--- config.mk ---
export PLATFORM = sky130hd
export DESIGN_NAME = msu_axis_bridge
export DESIGN_NICKNAME = d
export VERILOG_FILES = /design/src/rtl/msu_axis_bridge.sv
export SDC_FILE = /design/constraint.sdc
export NUM_CORES = 1
export LEC_CHECK = 0
export CAP_MARGIN = 10
export CORE_AREA = 2 2 315 317
export DETAILED_ROUTE_END_ITERATION = 7
export DIE_AREA = 0 0 317 319
export HOLD_SLACK_MARGIN = 0.08
export PLACE_DENSITY = 0.56
export SETUP_SLACK_MARGIN = 0.1
export SLEW_MARGIN = 25
export SYNTH_ARGS = -nofsm -noshare
export SYNTH_HDL_FRONTEND = slang
export SYNTH_SLANG_ARGS = --single-unit
--- constraint.sdc ---
create_clock -name clk -period 27.1 [get_ports clk]
set_input_delay 2.71 -clock clk [delete_from_list [all_inputs] [get_ports clk]]
set_output_delay 2.71 -clock clk [all_outputs]
set_load 0.005 [all_outputs]
--- src/rtl/msu_axis_bridge.sv ---
// AXI-stream bridge between the host word-array interface and the MSU s_axis/m_axis ports.
// It buffers one job, streams it to the MSU, collects the result and reports size and watchdog errors.
module msu_axis_bridge #(
    parameter int AXI_LEN         = 32,
    parameter int IN_XFERS        = 8,
    parameter int OUT_XFERS       = 12,
    parameter int XFER_SIZE_WIDTH = 32,
    parameter int TIMEOUT_CYCLES  = 1048576,
    parameter int JOB_CNT_W       = 16
) (
    input  logic                         clk,
    input  logic                         reset,
    input  logic                         start,
    input  logic [AXI_LEN*IN_XFERS-1:0]  msu_in,
    input  logic                         msu_in_valid,
    output logic [AXI_LEN*OUT_XFERS-1:0] msu_out,
    output logic                         valid,
    input  logic                         reduction_we,
    output logic                         reduction_ready,
    output logic                         busy,
    output logic                         size_err,
    output logic                         timeout_err,
    output logic [JOB_CNT_W-1:0]         job_count,
    output logic                         ap_start,
    input  logic                         ap_done,
    input  logic                         start_xfer,
    output logic                         s_axis_tvalid,
    output logic [AXI_LEN-1:0]           s_axis_tdata,
    output logic                         s_axis_tlast,
    input  logic                         s_axis_tready,
    input  logic [XFER_SIZE_WIDTH-1:0]   s_axis_xfer_size_in_bytes,
    input  logic                         m_axis_tvalid,
    input  logic [AXI_LEN-1:0]           m_axis_tdata,
    input  logic                         m_axis_tlast,
    output logic                         m_axis_tready,
    input  logic [XFER_SIZE_WIDTH-1:0]   m_axis_xfer_size_in_bytes
);
    localparam int NW = $clog2(IN_XFERS + 1);
    localparam int WW = $clog2(TIMEOUT_CYCLES) + 1;
    localparam logic [XFER_SIZE_WIDTH-1:0] BPX   = XFER_SIZE_WIDTH'(AXI_LEN / 8);
    localparam logic [XFER_SIZE_WIDTH-1:0] IN_X  = XFER_SIZE_WIDTH'(IN_XFERS);
    localparam logic [XFER_SIZE_WIDTH-1:0] OUT_X = XFER_SIZE_WIDTH'(OUT_XFERS);
    // A stalled cycle with the counter here would make it reach TIMEOUT_CYCLES-1.
    localparam logic [WW-1:0] WD_LAST = WW'(TIMEOUT_CYCLES - 2);

    typedef enum logic [2:0] {IDLE, CAPTURE, SEND, AWAIT, RECV, DONE} state_t;
    state_t state;

    logic [AXI_LEN-1:0]         buffer [IN_XFERS];
    logic [NW-1:0]              n_beats, idx, next_idx, last_idx, cap_n;
    logic [AXI_LEN-1:0]         next_word;
    logic [XFER_SIZE_WIDTH-1:0] m_beats, rx_idx, rx_last;
    logic [XFER_SIZE_WIDTH-1:0] cap_words, cap_rem, res_words, res_rem;
    logic [WW-1:0]              wd_cnt;
    logic                       red_mode, cap_err, s_hs, m_hs, timed, progress;

    assign reduction_ready = reduction_we && (state == IDLE || state == CAPTURE);
    assign busy            = (state != IDLE);

    assign s_hs      = s_axis_tvalid && s_axis_tready;
    assign m_hs      = m_axis_tvalid && m_axis_tready;
    assign next_idx  = idx + NW'(1);
    assign last_idx  = n_beats - NW'(1);
    assign rx_last   = m_beats - XFER_SIZE_WIDTH'(1);
    assign cap_words = s_axis_xfer_size_in_bytes / BPX;
    assign cap_rem   = s_axis_xfer_size_in_bytes % BPX;
    assign res_words = m_axis_xfer_size_in_bytes / BPX;
    assign res_rem   = m_axis_xfer_size_in_bytes % BPX;
    assign cap_n     = (cap_words > IN_X) ? NW'(IN_XFERS) : NW'(cap_words);
    assign cap_err   = (cap_rem != '0) || (cap_words > IN_X) ||
                       (!reduction_we && cap_words != IN_X);
    assign timed     = (state == SEND) || (state == AWAIT) || (state == RECV);

    always_comb begin
        progress = 1'b0;
        case (state)
            SEND:    progress = s_hs;
            AWAIT:   progress = red_mode ? ap_done : start_xfer;
            RECV:    progress = m_hs;
            default: progress = 1'b0;
        endcase
    end

    always_comb begin
        next_word = '0;
        for (int k = 0; k < IN_XFERS; k++)
            if (next_idx == NW'(k)) next_word = buffer[k];
    end

    // The job buffer keeps its contents across reset; only the captured payload matters.
    always_ff @(posedge clk) begin
        if (state == CAPTURE && msu_in_valid)
            for (int k = 0; k < IN_XFERS; k++)
                buffer[k] <= msu_in[k*AXI_LEN +: AXI_LEN];
    end

    always_ff @(posedge clk or posedge reset) begin
        if (reset) begin
            state         <= IDLE;
            ap_start      <= 1'b0;
            valid         <= 1'b0;
            s_axis_tvalid <= 1'b0;
            s_axis_tdata  <= '0;
            s_axis_tlast  <= 1'b0;
            m_axis_tready <= 1'b0;
            size_err      <= 1'b0;
            timeout_err   <= 1'b0;
            job_count     <= '0;
            msu_out       <= '0;
            n_beats       <= '0;
            idx           <= '0;
            m_beats       <= '0;
            rx_idx        <= '0;
            wd_cnt        <= '0;
            red_mode      <= 1'b0;
        end else begin
            ap_start <= 1'b0;
            valid    <= 1'b0;
            if (timed && !progress && wd_cnt == WD_LAST) begin
                timeout_err   <= 1'b1;
                state         <= IDLE;
                s_axis_tvalid <= 1'b0;
                s_axis_tlast  <= 1'b0;
                m_axis_tready <= 1'b0;
                wd_cnt        <= '0;
            end else begin
                wd_cnt <= (timed && !progress) ? wd_cnt + WW'(1) : '0;
                case (state)
                    IDLE: if (start) begin
                        size_err    <= 1'b0;
                        timeout_err <= 1'b0;
                        ap_start    <= 1'b1;
                        state       <= CAPTURE;
                    end
                    CAPTURE: if (msu_in_valid) begin
                        red_mode <= reduction_we;
                        n_beats  <= cap_n;
                        idx      <= '0;
                        if (cap_err) size_err <= 1'b1;
                        if (cap_n == '0) begin
                            state <= AWAIT;
                        end else begin
                            state         <= SEND;
                            s_axis_tvalid <= 1'b1;
                            s_axis_tdata  <= msu_in[AXI_LEN-1:0];
                            s_axis_tlast  <= (cap_n == NW'(1));
                        end
                    end
                    SEND: if (s_hs) begin
                        if (idx == last_idx) begin
                            s_axis_tvalid <= 1'b0;
                            s_axis_tlast  <= 1'b0;
                            state         <= AWAIT;
                        end else begin
                            idx          <= next_idx;
                            s_axis_tdata <= next_word;
                            s_axis_tlast <= (next_idx == last_idx);
                        end
                    end
                    AWAIT: if (red_mode) begin
                        if (ap_done) begin
                            job_count <= job_count + JOB_CNT_W'(1);
                            state     <= IDLE;
                        end
                    end else if (start_xfer) begin
                        m_beats <= res_words;
                        rx_idx  <= '0;
                        if (res_rem != '0 || res_words != OUT_X) size_err <= 1'b1;
                        if (res_words == '0) begin
                            valid     <= 1'b1;
                            job_count <= job_count + JOB_CNT_W'(1);
                            state     <= DONE;
                        end else begin
                            m_axis_tready <= 1'b1;
                            state         <= RECV;
                        end
                    end
                    // Beats beyond OUT_XFERS are counted toward M but dropped.
                    RECV: if (m_hs) begin
                        for (int k = 0; k < OUT_XFERS; k++)
                            if (rx_idx == XFER_SIZE_WIDTH'(k))
                                msu_out[k*AXI_LEN +: AXI_LEN] <= m_axis_tdata;
                        if (m_axis_tlast != (rx_idx == rx_last)) size_err <= 1'b1;
                        if (rx_idx == rx_last) begin
                            m_axis_tready <= 1'b0;
                            valid         <= 1'b1;
                            job_count     <= job_count + JOB_CNT_W'(1);
                            state         <= DONE;
                        end else begin
                            rx_idx <= rx_idx + XFER_SIZE_WIDTH'(1);
                        end
                    end
                    DONE:    state <= IDLE;
                    default: state <= IDLE;
                endcase
            end
        end
    end
endmodule

==> results of run 1 <==
[stage by stage]
stage	hold WS, ns	cell area (um^2)
after floorplan	0.465	32500
after global placement	0.475	41800
after detailed placement	0.483	41900
after CTS	0.492	44900
after global routing	0.512	45000
final	0.488	45000
[kinds of logic after synthesis]
| kind of cell | count (synthesis) | share of synthesized area |
|---|---|---|
| muxes | 396 | 0.137 |
| DFF | 790 | 0.648 |
| xor gates and xnor gates | 89 | 0.0240 |
| adders and majority gates | 14 | 0.00540 |
| buffers and inverters | 187 | 0.0226 |
| and+or+nand+nor | 549 | 0.0844 |
| AOI/OAI and AO/OA | 368 | 0.0782 |
[metal layers]
metal  up-vias  global-route usage  wire length (um)
met4         6              0.0829              3790
met5         -                   0                37
met2       917               0.389             58600
met1     12000               0.262             43200
li1      10400                   -                 -
met3       168              0.0556              8020
[power breakdown]
| part | internal [mW] | switching, mW |
|---|---|---|
| Sequential | 1.44 | 0.124 |
| Clock | 0.744 | 0.494 |
| Combinational | 0.396 | 0.499 |
[critical path, cell delays in order]
cell and delay [ns]:
clkdlybuf4s50_1 0.51, and2_1 0.15, clkdlybuf4s50_1 0.50
[sequential cells by signal, summed over array words and instances (netlist names)]
signal	count
size_err	1
s_axis_tdata	32
rx_idx	32
job_count	16
n_beats	4
valid	1
red_mode	1
wd_cnt	21
ap_start	1
m_beats	30
buffer	256
msu_out	384
s_axis_tvalid	1
timeout_err	1
state	3
m_axis_tready	1
s_axis_tlast	1
idx	4
[path summary, 6_finish.rpt]
check,startpoint,end
max in group asynchronous,reset,rx_idx[5]
setup / recovery,reduction_we,reduction_ready
setup reg to reg,m_beats[4],size_err
hold reg to reg,job_count[15],job_count[15]
min in group asynchronous,reset,msu_out[142]
hold / removal,job_count[15],job_count[15]
[final cells by class]
type                       instances  share of cell area
timing repair buffer             835               0.186
inverter                          24             0.00245
clock buffer                     121              0.0567
sequential                       790               0.468
multi-input combinational       1416               0.240
tap                             1287              0.0358
clock inverter                    45              0.0103
antenna                           12            0.000668
[layout by cell type, fill, tap and decap left out, types with 38 or more instances in the layout]
cell             instances
a211oi_1                38
a31oi_1                 38
clkbuf_16               92
clkdlybuf4s50_1        802
dfrtp_1                534
edfxtp_1               256
mux2_2                 385
nand2_1                196
nor2_1                 113
o21ai_0                 89
xnor2_1                 46
xor2_1                  43
==> flow_summary_export.csv, run 1 <==
group,metric,value,unit
layout,layout.nets,3533,
logic_synthesis,synth_edf_count,256,
critical_path,regToRegSetupSlack,23.21,ns
pwr,finalPower,3.70,mW
layout,nFillCells,8682,
critical_path,worst-path-max-fanout,3,
logic_synthesis,async_flop_share,0.676,
status,outcome,"complete, no violations",
routing,vias_per_cell,5.19,
sta,fin_ws,20.53,ns
pwr,ir_worst_vdd,53.8,uV
sta,setup_tns,0,ns
logic_synthesis,yosys.area.top_type,"dfrtp_1",
clock_tree,htree_levels,3,
logic_synthesis,synth.most_common_cell,"dfrtp_1",
logic_synthesis,synth_area_leaders,"dfrtp_1 (41%), edfxtp_1 (24%), mux2_2 (13%)",
sta,report.final.hold_viol_count,0,
placement,dpl.cell_count,4351,
logic_synthesis,seq_area_frac_synth,0.648,
global_route,grt_first_pass_wirelength,166,mm
routing,drt-initial-drc-count,1739,
routing,dr_total_vias,23500,
routing,routed_wl,114,mm
global_route,antenna_found_initial,16,
clock_tree,cts_root_buf,"clkbuf_16",
critical_path,rr_worst_depth,9,
clock_tree,clk_latency,0.66,ns
logic_synthesis,synth_top_flop_cell,"dfrtp_1",
routing,dr.pass1.iters,8,
layout,final_util,0.460,
clock_tree,cts_tree,"built",
placement,place_congestion,0.874,
critical_path,required,24.39,ns
clock_tree,clk_pin_slew,0.06,ns
floorplanning,rows,115,
layout,synthToLayoutAreaGrowth,38.5,%
sta,fmax,152,MHz
logic_synthesis,syn-num-nets,2769,
placement,post-place-ws,20.53,ns
layout,register_area,21100,um^2
logic_synthesis,syn_avg_cell_area,13.6,um^2
floorplanning,io_pins,803,
logic_synthesis,syn-cell-area,32500,um^2
critical_path,cp-start-kind,"primary input",
floorplanning,initial_core_util,0.332,
floorplanning,die_w,317,um
logic_synthesis,synth-seq-cells,790,
pwr,leakagePower,18.6,nW
routing,wl_per_cell,25.1,um
floorplanning,dieHeight,319,um
clock_tree,cts.sinks,790,
layout,multi_input_area,10800,um^2
sta,layout_min_cycle_time,6.57,ns
layout,finalNonFillerCells,4530,
critical_path,critPathCaptureType,"primary output",
sta,relSlewSlack,0.361,
clock_tree,hold_buffers,0,
routing,antenna_left,0,
global_route,grt_util_all_layers,0.223,
logic_synthesis,synth_cell_types,76,
logic_synthesis,netlist.area_leader.share,0.412,
critical_path,arrival,3.86,ns
worst_hold_path,hold_class,"reg2reg",
global_route,grt.overflow.total,0,
placement,port_buffers,802,
sta,setup_viol,0,
worst_hold_path,hold_path_depth,1,
clock_tree,cts_buffers,90,
sta,clock_skew,0.0233,ns
layout,drive_above_1_share,0.188,
clock_tree,ctsResizeCount,0,
global_route,grt_pass1_vias,24200,
sta,rsz0062_at_grt,"false",
pwr,p_per_area,82.3,nW/um^2
floorplanning,coreArea,97700,um^2
clock_tree,cts_setup_buffers,0,
placement,hpwl,80.6,mm
sta,max_slew.worst_pin.slew,0.959,ns
clock_tree,cts_buffer_depth,3,
global_route,grt_max_degree,159,
critical_path,critPathKind,"in2out",
logic_synthesis,synth_common_cells,"dfrtp_1 (534), mux2_2 (385), edfxtp_1 (256)",
logic_synthesis,ys_warn_count,0,
sta,drv_slew,0,
logic_synthesis,syn_inst,2393,
routing,drcViolationCount,0,
sta,period_share,0.243,
floorplanning,fp.dieArea,101000,um^2
job,drv_cap,0,
No activity file was read; power rests on OpenSTA's default activity.
==> run 2: changes to the inputs <==
==> constraint.sdc (replaced) <==
create_clock -name clk -period 6.35 [get_ports clk]
set_input_delay 0.635 -clock clk [delete_from_list [all_inputs] [get_ports clk]]
set_output_delay 0.635 -clock clk [all_outputs]
set_load 0.005 [all_outputs]
==> flow_summary_export.csv, run 2 (synthesis gave the netlist of run 1 again) <==
group,metric,value,unit
pwr,combPwrFrac,0.238,
worst_hold_path,hold_class,"in2async",
global_route,grt_max_degree,151,
placement,place_congestion,0.853,
placement,postPlaceCellArea,41900,um^2
routing,wl_per_cell,25.7,um
critical_path,critPathCaptureType,"register",
sta,drv_slew,0,
pwr,finalPower,16.1,mW
layout,final_common_cell,"clkdlybuf4s50_1",
sta,layout_min_cycle_time,4.08,ns
sta,setup_viol,0,
sta,clock_skew,0.0281,ns
floorplanning,coreArea,97700,um^2
critical_path,rr_worst_depth,9,
global_route,grt_util_all_layers,0.227,
status,outcome,"complete, no violations",
critical_path,crit_end,"job_count[5]",
critical_path,required,6.92,ns
layout,layout.nets,3531,
layout,reg_top3,"msu_out x384, buffer x256",
pwr,p_per_area,357,nW/um^2
critical_path,cp-start-kind,"register",
clock_tree,cts_buffers,89,
clock_tree,clk_latency,0.67,ns
routing,antenna_left,0,
global_route,grt.overflow.total,0,
layout,nFillCells,8706,
global_route,grt_pass1_vias,24700,
pwr,clkPwrFrac,0.350,
routing,drcViolationCount,0,
sta,period_share,0.642,
critical_path,worst-path-max-fanout,16,
placement,port_buffers,802,
critical_path,reg2reg_from,"m_beats[4]",
sta,rsz0062_at_grt,"false",
pwr,power.internal,11.3,mW
routing,drt-initial-drc-count,1617,
pwr,ir_worst_vdd,213,uV
layout,top_register,"msu_out",
critical_path,critPathKind,"reg2reg",
clock_tree,ctsResizeCount,0,
floorplanning,io_pins,803,
routing,dr.pass1.iters,8,
critical_path,arrival,4.65,ns
sta,timing.hold.ws,0.426,ns
sta,report.final.hold_viol_count,0,
pwr,pwr-share-seq,0.413,
pwr,leakagePower,18.7,nW
clock_tree,cts.sinks,790,
routing,dr_total_vias,23600,
global_route,grt_first_pass_wirelength,169,mm
critical_path,regToRegSetupSlack,2.27,ns
routing,routed_wl,117,mm
sta,setup_tns,0,ns
floorplanning,die_w,317,um
layout,synthToLayoutAreaGrowth,39.2,%
placement,post-place-ws,2.35,ns
clock_tree,cts_tree,"built",
floorplanning,dieHeight,319,um
clock_tree,hold_buffers,0,
sta,fin_ws,2.27,ns
layout,largest_reg_flops,384,
floorplanning,fp.dieArea,101000,um^2
global_route,antenna_found_initial,25,
layout,design_area,45200,um^2
pwr,switching_power,4.83,mW
clock_tree,htree_levels,3,
routing,vias_per_cell,5.20,
layout,drive_above_1_share,0.190,
layout,final_cell_mix,"clkdlybuf4s50_1 (802), dfrtp_1 (534), mux2_2 (385)",
clock_tree,cts_buffer_depth,3,
sta,fmax,245,MHz
clock_tree,cts_root_buf,"clkbuf_16",
critical_path,timing.rr.end,"job_count[5]",
clock_tree,clk_pin_slew,0.06,ns
floorplanning,initial_core_util,0.332,
clock_tree,cts_setup_buffers,0,
placement,hpwl,83.0,mm
job,drv_cap,0,
floorplanning,rows,115,
critical_path,cp-startpoint,"m_beats[4]",
sta,max_slew.worst_pin.slew,1.03,ns
sta,relSlewSlack,0.307,
pwr,p_sw_frac,0.299,
-- run 2: changes by cell type in the layout (fill, tap and decap cells not counted), moves of 2 or more --
| cell | previous run | this run |
|---|---|---|
| buf_12 | 2 | 6 |
| bufinv_16 | 9 | 16 |
| and3_2 | 2 | 4 |
| clkinv_2 | 19 | 13 |
| diode_2 | 12 | 14 |
| clkinv_1 | 11 | 5 |
| clkinv_4 | 0 | 3 |
| buf_4 | 28 | 25 |
-- run 2: cell type report --
class                      count  area, um^2  share of cell area
clock buffer                 122        2560              0.0567
antenna                       14        35.0            0.000775
sequential                   790       21100               0.466
tap                         1287        1610              0.0356
inverter                      24        97.6             0.00216
clock inverter                44         678              0.0150
multi-input combinational   1416       10800               0.239
timing repair buffer         834        8360               0.185
-- run 2: power groups by stage --
stage | Clock, mW | Sequential (mW) | Combinational [mW]
after detailed placement | 0 | 6.75 | 3.85
final | 5.64 | 6.66 | 3.84
after global routing | 5.98 | 6.75 | 4.17
after global placement | 0 | 6.72 | 3.80
after floorplan | 0 | 6.69 | 2.05
after CTS | 5.77 | 6.66 | 3.87
-- run 2: metal layers --
metal	part of all wire	vias to the layer above	GRT usage
met3	0.073	223	0.0581
met2	0.50	927	0.390
li1	-	10400	-
met4	0.046	16	0.106
met1	0.38	12000	0.263
met5	0.00093	-	0
-- run 2: metrics by stage --
step                std cells  utilization
finish                   4531        0.463
global route             4527        0.463
CTS                      4516        0.462
detailed placement       4350        0.429
global placement         4350        0.429
floorplan                2393            -
-- run 2: how the worst min path moves through the flow --
stage,from,to,slack (ns),cells past startpoint
floorplan,job_count[15],job_count[15],0.46,1
global placement,timeout_err,timeout_err,0.48,1
detailed placement,job_count[15],job_count[15],0.47,1
CTS,reset,msu_out[179],0.37,2
global route,reset,msu_out[179],0.42,2
finish,reset,msu_out[179],0.43,2
-- run 2: critical path, stage by stage (launching register included) --
cell and delay, ns:
dfrtp_1 0.44, nor4_2 0.92, and3_1 0.41, xnor2_1 0.11
nor4_1 0.28, nor4bb_1 0.48, o2111a_2 0.55, a21oi_2 0.30
nor3_1 0.31, xor2_1 0.18
